===== config.mk =====
export PLATFORM = sky130hd
export DESIGN_NAME = ps2_key_tracker
export DESIGN_NICKNAME = d
export VERILOG_FILES = /design/src/rtl/ps2_key_tracker.sv
export SDC_FILE = /design/constraint.sdc
export NUM_CORES = 1
export LEC_CHECK = 0
export CAP_MARGIN = 10
export CORE_ASPECT_RATIO = 2
export CORE_MARGIN = 2
export CORE_UTILIZATION = 45
export CTS_BUF_LIST = sky130_fd_sc_hd__clkbuf_8
export CTS_CLUSTER_SIZE = 40
export DETAILED_ROUTE_END_ITERATION = 10
export PLACE_DENSITY = 0.67
export SYNTH_ARGS = -nofsm -noshare
export SYNTH_HDL_FRONTEND = slang
export SYNTH_SLANG_ARGS = --single-unit
export TNS_END_PERCENT = 5

===== constraint.sdc =====
create_clock -name i_clk -period 3.4 [get_ports i_clk]
set_clock_uncertainty 0.1 [all_clocks]
set_input_delay 0.51 -clock i_clk [delete_from_list [all_inputs] [get_ports i_clk]]
set_output_delay 0.51 -clock i_clk [all_outputs]
set_load 0.05 [all_outputs]

===== src/rtl/ps2_key_tracker.sv =====
// PS/2 scan-code set 2 key tracker: strips F0/E0 prefixes, skips E1 Pause and status bytes, queues make/break events.
// Optional macro PS2_KEY_REPEAT_EN: typematic repeats are queued with evt_repeat=1 instead of being discarded.
module ps2_key_tracker #(
    parameter int EVT_DEPTH = 4,
    parameter int CNT_W     = 16
) (
    input  logic             i_clk,
    input  logic             i_rst,
    input  logic             i_byte_valid,
    input  logic [7:0]       i_byte_data,
    output logic             o_key_held,
    output logic [7:0]       o_key_code,
    output logic             o_key_ext,
    output logic [CNT_W-1:0] o_press_cnt,
    output logic             o_evt_valid,
    input  logic             i_evt_ready,
    output logic [7:0]       o_evt_code,
    output logic             o_evt_ext,
    output logic             o_evt_break,
    output logic             o_evt_repeat,
    output logic             o_overflow
);

    localparam int AW = (EVT_DEPTH > 1) ? $clog2(EVT_DEPTH) : 1;
`ifdef PS2_KEY_REPEAT_EN
    localparam int EW = 11;
`else
    localparam int EW = 10;
`endif

    typedef enum logic [2:0] {IDLE, BRK, EXT, EXT_BRK, SKIP} state_t;

    state_t           r_state;
    state_t           w_nextState;
    logic [2:0]       r_skipCnt;
    logic             r_keyHeld;
    logic [7:0]       r_keyCode;
    logic             r_keyExt;
    logic [CNT_W-1:0] r_pressCnt;
    logic             r_overflow;
    logic [EW-1:0]    r_fifo [EVT_DEPTH];
    logic [AW:0]      r_wrPtr;
    logic [AW:0]      r_rdPtr;

    logic             w_doMake;
    logic             w_doBreak;
    logic             w_ext;
    logic             w_isStatus;
    logic             w_isPrefix;
    logic             w_keyMatch;
    logic             w_isRepeat;
    logic             w_newPress;
    logic             w_push;
    logic             w_pop;
    logic             w_empty;
    logic             w_full;
    logic [EW-1:0]    w_pushData;
    logic [EW-1:0]    w_head;

    assign w_isStatus = (i_byte_data == 8'h00) || (i_byte_data == 8'hAA) ||
                        (i_byte_data == 8'hEE) || (i_byte_data == 8'hFA) ||
                        (i_byte_data == 8'hFE) || (i_byte_data == 8'hFF);
    assign w_isPrefix = (i_byte_data == 8'hF0) || (i_byte_data == 8'hE0) ||
                        (i_byte_data == 8'hE1);

    always_comb begin
        w_nextState = r_state;
        w_doMake    = 1'b0;
        w_doBreak   = 1'b0;
        w_ext       = 1'b0;
        if (i_byte_valid) begin
            case (r_state)
                IDLE: begin
                    if (i_byte_data == 8'hF0)      w_nextState = BRK;
                    else if (i_byte_data == 8'hE0) w_nextState = EXT;
                    else if (i_byte_data == 8'hE1) w_nextState = SKIP;
                    else if (!w_isStatus)          w_doMake = 1'b1;
                end
                EXT: begin
                    if (i_byte_data == 8'hF0) begin
                        w_nextState = EXT_BRK;
                    end else begin
                        w_nextState = IDLE;
                        w_doMake    = !(w_isPrefix || w_isStatus);
                        w_ext       = 1'b1;
                    end
                end
                BRK, EXT_BRK: begin
                    w_nextState = IDLE;
                    w_doBreak   = !(w_isPrefix || w_isStatus);
                    w_ext       = (r_state == EXT_BRK);
                end
                SKIP: begin
                    if (r_skipCnt == 3'd1) w_nextState = IDLE;
                end
                default: w_nextState = IDLE;
            endcase
        end
    end

    // A make for the key already held is typematic, not a new press
    assign w_keyMatch = ({r_keyExt, r_keyCode} == {w_ext, i_byte_data});
    assign w_isRepeat = w_doMake && r_keyHeld && w_keyMatch;
    assign w_newPress = w_doMake && !w_isRepeat;

`ifdef PS2_KEY_REPEAT_EN
    assign w_push     = w_newPress || w_doBreak || w_isRepeat;
    assign w_pushData = {w_isRepeat, w_doBreak, w_ext, i_byte_data};
`else
    assign w_push     = w_newPress || w_doBreak;
    assign w_pushData = {w_doBreak, w_ext, i_byte_data};
`endif

    assign w_empty = (r_wrPtr == r_rdPtr);
    assign w_full  = (r_wrPtr[AW] != r_rdPtr[AW]) &&
                     (r_wrPtr[AW-1:0] == r_rdPtr[AW-1:0]);
    assign w_pop   = !w_empty && i_evt_ready;
    assign w_head  = r_fifo[r_rdPtr[AW-1:0]];

    always_ff @(posedge i_clk) begin
        if (i_rst) begin
            r_state    <= IDLE;
            r_skipCnt  <= 3'd0;
            r_keyHeld  <= 1'b0;
            r_keyCode  <= 8'h00;
            r_keyExt   <= 1'b0;
            r_pressCnt <= '0;
            r_overflow <= 1'b0;
            r_wrPtr    <= '0;
            r_rdPtr    <= '0;
            for (int i = 0; i < EVT_DEPTH; i++) r_fifo[i] <= '0;
        end else begin
            r_state <= w_nextState;
            if (i_byte_valid) begin
                if (r_state == IDLE && i_byte_data == 8'hE1) r_skipCnt <= 3'd7;
                else if (r_state == SKIP)                     r_skipCnt <= r_skipCnt - 3'd1;
            end
            if (w_newPress) begin
                r_keyHeld  <= 1'b1;
                r_keyCode  <= i_byte_data;
                r_keyExt   <= w_ext;
                r_pressCnt <= r_pressCnt + CNT_W'(1);
            end else if (w_doBreak && w_keyMatch) begin
                r_keyHeld <= 1'b0;
            end
            if (w_pop) r_rdPtr <= r_rdPtr + (AW+1)'(1);
            // A same-cycle pop frees the slot, so a push into a full FIFO still lands
            if (w_push && (!w_full || w_pop)) begin
                r_fifo[r_wrPtr[AW-1:0]] <= w_pushData;
                r_wrPtr                 <= r_wrPtr + (AW+1)'(1);
            end else if (w_push) begin
                r_overflow <= 1'b1;
            end
        end
    end

    assign o_key_held  = r_keyHeld;
    assign o_key_code  = r_keyCode;
    assign o_key_ext   = r_keyExt;
    assign o_press_cnt = r_pressCnt;
    assign o_overflow  = r_overflow;
    assign o_evt_valid = !w_empty;
    assign o_evt_code  = w_head[7:0];
    assign o_evt_ext   = w_head[8];
    assign o_evt_break = w_head[9];
`ifdef PS2_KEY_REPEAT_EN
    assign o_evt_repeat = w_head[10];
`else
    assign o_evt_repeat = 1'b0;
`endif

endmodule


==> results.ini <==
[place]
placed_area_sq_um=4610
preCtsSetupSlack_ns=-0.0522
routabilityCongestion=0.834
port_buffers=49
dp_hpwl_mm=6.65

[floorplanning]
num_rows=47
dieArea_sq_um=9380
die_w_microns=69.5
core_area_sq_um=8290
initial_utilization=0.466
boundaryPins=51
die_h_microns=135

[routing]
drtIter0Drc=83
dr.pass1.iters=4
viasPerCell=5.49
ant_nets=0
remaining_drc_errors=0
via_count=2923
drt_wl_total_mm=8.48
route.detailed.wl_per_inst_microns=15.9

[logic_synthesis]
synth_nets=379
synth-adder-area-share=0.0162
synth_seq_cells=81
synthMuxAreaShare=0.0687
synth_edf_count=40
ys_async_sr_fraction=0
synthXorXnorAreaFrac=0.0431
synthDistinctLibCells=51
synth-simple-area-share=0.211
syn_inst=362
yosysWarnings=0
synthFlopType=dfxtp_1
syn_area_sq_um=3860
avgSynthCellArea_sq_um=10.7
synth_compound_area_frac=0.0979
ys_seq_area_frac=0.524
synth_top_family_by_area=simple AND/OR/NAND/NOR gates

[clocking]
cts_sinks=81
cts_tree=yes
cts_resized=0
cts_setup_buffers=0
cts_hold_buf=0
clockBufferDepth=2
clock_latency_ns=0.35
clkTransAtPathRegs_ns=0.07
cts_root_buffer=clkbuf_8
htree_num_levels=3
numCtsBuffers=9

[setup_path]
critPathKind=input port to flop
reg2reg_slack_ns=0.69
crit_family=simple AND/OR/NAND/NOR gates
ff2ff_path_depth=7
slowest_delay_ns=0.57
critPathArrivalTime_ns=3.30
start_kind=input port
cp-end-kind=flop
crit_chain=clkdlybuf4s50_1 > buf_4 > or4_4 > o41ai_4 > xnor2_1 > buf_4 > o21ai_2 > or4_1 > a21oi_1
crit_path_max_fanout=15
path_common_cell=buf_4
path_buf_inv=3
rr_startpoint=r_state[2]$_SDFFE_PP0P_
worstReg2RegEnd=r_fifo[2][8]$_SDFFCE_PN0P_
cp_slowest_cell=or4_1
critPathRequiredTime_ns=3.57
cp-startpoint=i_byte_data[2]

[global_routing]
grt_pass1_vias=2974
grt_util_all_layers=0.192
grt_max_degree=26
grt_pass1_wl_mm=14.1
grt-ovfl-total=0
antenna_found_initial=0

[worst_hold_path]
whs_endpoint=o_overflow$_SDFFE_PP0P_
hold_path.startpoint=o_overflow$_SDFFE_PP0P_
hold_class=flop to flop
holdPathStages=2

[timing]
worst_pin_slew_ns=0.689
finalHoldViolCount=0
rsz0062_at_grt=no
slew_headroom=0.539
fin_crit_sh=0.920
worst_slack_ns=0.272
drv_slew=0
clock.fmax_mhz=320
fin_hold_ws_ns=0.383
period_minus_slack_ns=3.13
setup_viol=0

[run_status]
status=complete, no violations

[finish]
fin_nets=446
final_layout_size_suffix_gt1_frac=0.138
n_antenna_cell=0
design_area_sq_um=4820
final_common_cell=nor2_1
area_delta_synth_final_pct=24.8
fillers=726
fin_util=0.581
layout_common_cells=54 x nor2_1, 49 x clkdlybuf4s50_1, 41 x dfxtp_1, 40 x edfxtp_1, 28 x buf_4

[pwr]
irDropWorstVdd_v=0.000283
leakagePower_uw=0.00172
power.total_uw=2430
power_density_nw_per_um2=503

[job]
cap_violations=0

-- logic make-up (layout without fill, tap and decap cells) --
group                      after synthesis  in the layout
AOI/OAI and AO/OA                       60             60
xor gates and xnor gates                19             19
adders and majority gates                5              5
buffers and inverters                   30            102
DFF                                     81             81
muxes                                   14             14
other                                    1              1
and+or+nand+nor                        152            152
-- per-layer routing --
layer | track usage | vias to the layer above | wire [microns]
met3 | 0.0336 | 14 | 310
li1 | - | 1453 | -
met5 | 0 | - | 0
met4 | 0.0871 | 0 | 186
met1 | 0.186 | 1390 | 3040
met2 | 0.380 | 66 | 4940
-- worst max-delay path by stage --
stage	to	cells after the start
final	o_press_cnt[5]$_SDFFE_PP0P_	9
after global placement	r_fifo[2][9]$_SDFFCE_PN0P_	9
after detailed placement	r_fifo[2][9]$_SDFFCE_PN0P_	9
after floorplan	r_fifo[2][0]$_SDFFCE_PN0P_	8
after CTS	o_press_cnt[5]$_SDFFE_PP0P_	9
after global routing	o_press_cnt[4]$_SDFFE_PP0P_	10
-- area by class of cell --
cell class,count,area [sq um],share of cell area
tap,98,123,0.0254
sequential,81,2020,0.420
multi-input combinational,251,1700,0.352
timing repair buffer,79,741,0.154
inverter,7,26.3,0.00545
clock inverter,7,88.8,0.0184
clock buffer,9,124,0.0257
-- sequential cells by signal, summed over array words and instances, names as in the netlist, named ones only --
name         flops
r_fifo          40
o_press_cnt     16
o_key_code       8
r_rdPtr          3
r_skipCnt        3
r_state          3
r_wrPtr          3
o_key_ext        1
o_key_held       1
o_overflow       1
-- cells in the mapped netlist, drive strengths merged (2+ instances only) --
| master | instances | share of area |
|---|---|---|
| o21ai | 21 | 0.027 |
| nor3b | 2 | 0.0039 |
| xnor2 | 12 | 0.027 |
| nand3 | 9 | 0.012 |
| nand2b | 13 | 0.021 |
| or3 | 14 | 0.023 |
| buf | 13 | 0.021 |
| nand2 | 14 | 0.014 |
| and3 | 5 | 0.0081 |
| ha | 5 | 0.016 |
| nor4 | 3 | 0.0065 |
| nor2b | 3 | 0.0049 |
| dfxtp | 41 | 0.21 |
| a21oi | 23 | 0.030 |
| nand4 | 6 | 0.0097 |
| or3b | 2 | 0.0045 |
| nor2 | 54 | 0.052 |
| mux2i | 4 | 0.010 |
| xor2 | 7 | 0.016 |
| clkbuf | 10 | 0.010 |
| or4 | 8 | 0.017 |
| nand3b | 10 | 0.019 |
| inv | 7 | 0.0068 |
| nor3 | 3 | 0.0039 |
| o31ai | 7 | 0.017 |
| edfxtp | 40 | 0.31 |
| mux4 | 10 | 0.058 |
-- where the power goes --
group	leakage, uW	internal (uW)	switching, uW	total (uW)
Combinational	0.000855	227	336	564
Sequential	0.000752	1080	40.0	1120
Clock	0.000112	408	330	738
-- metrics by stage --
| stage | std cells | TNS [ns] |
|---|---|---|
| 3_3_place_gp | 516 | 0 |
| 4_1_cts | 532 | 0 |
| 2_1_floorplan | 362 | 0 |
| 6_report | 532 | 0 |
| 5_1_grt | 532 | 0 |
| 3_5_place_dp | 516 | -0.705 |
-- worst register-to-register path, stage by stage, from the launching register on --
cell and delay (ns):
dfxtp_1 0.39, nor2b_1 0.24, o21ai_0 0.16, nor4b_1 0.62, o31ai_4 0.18, or3b_1 0.46
nand2b_1 0.11, buf_4 0.17
(Power assumes the default switching activity.)
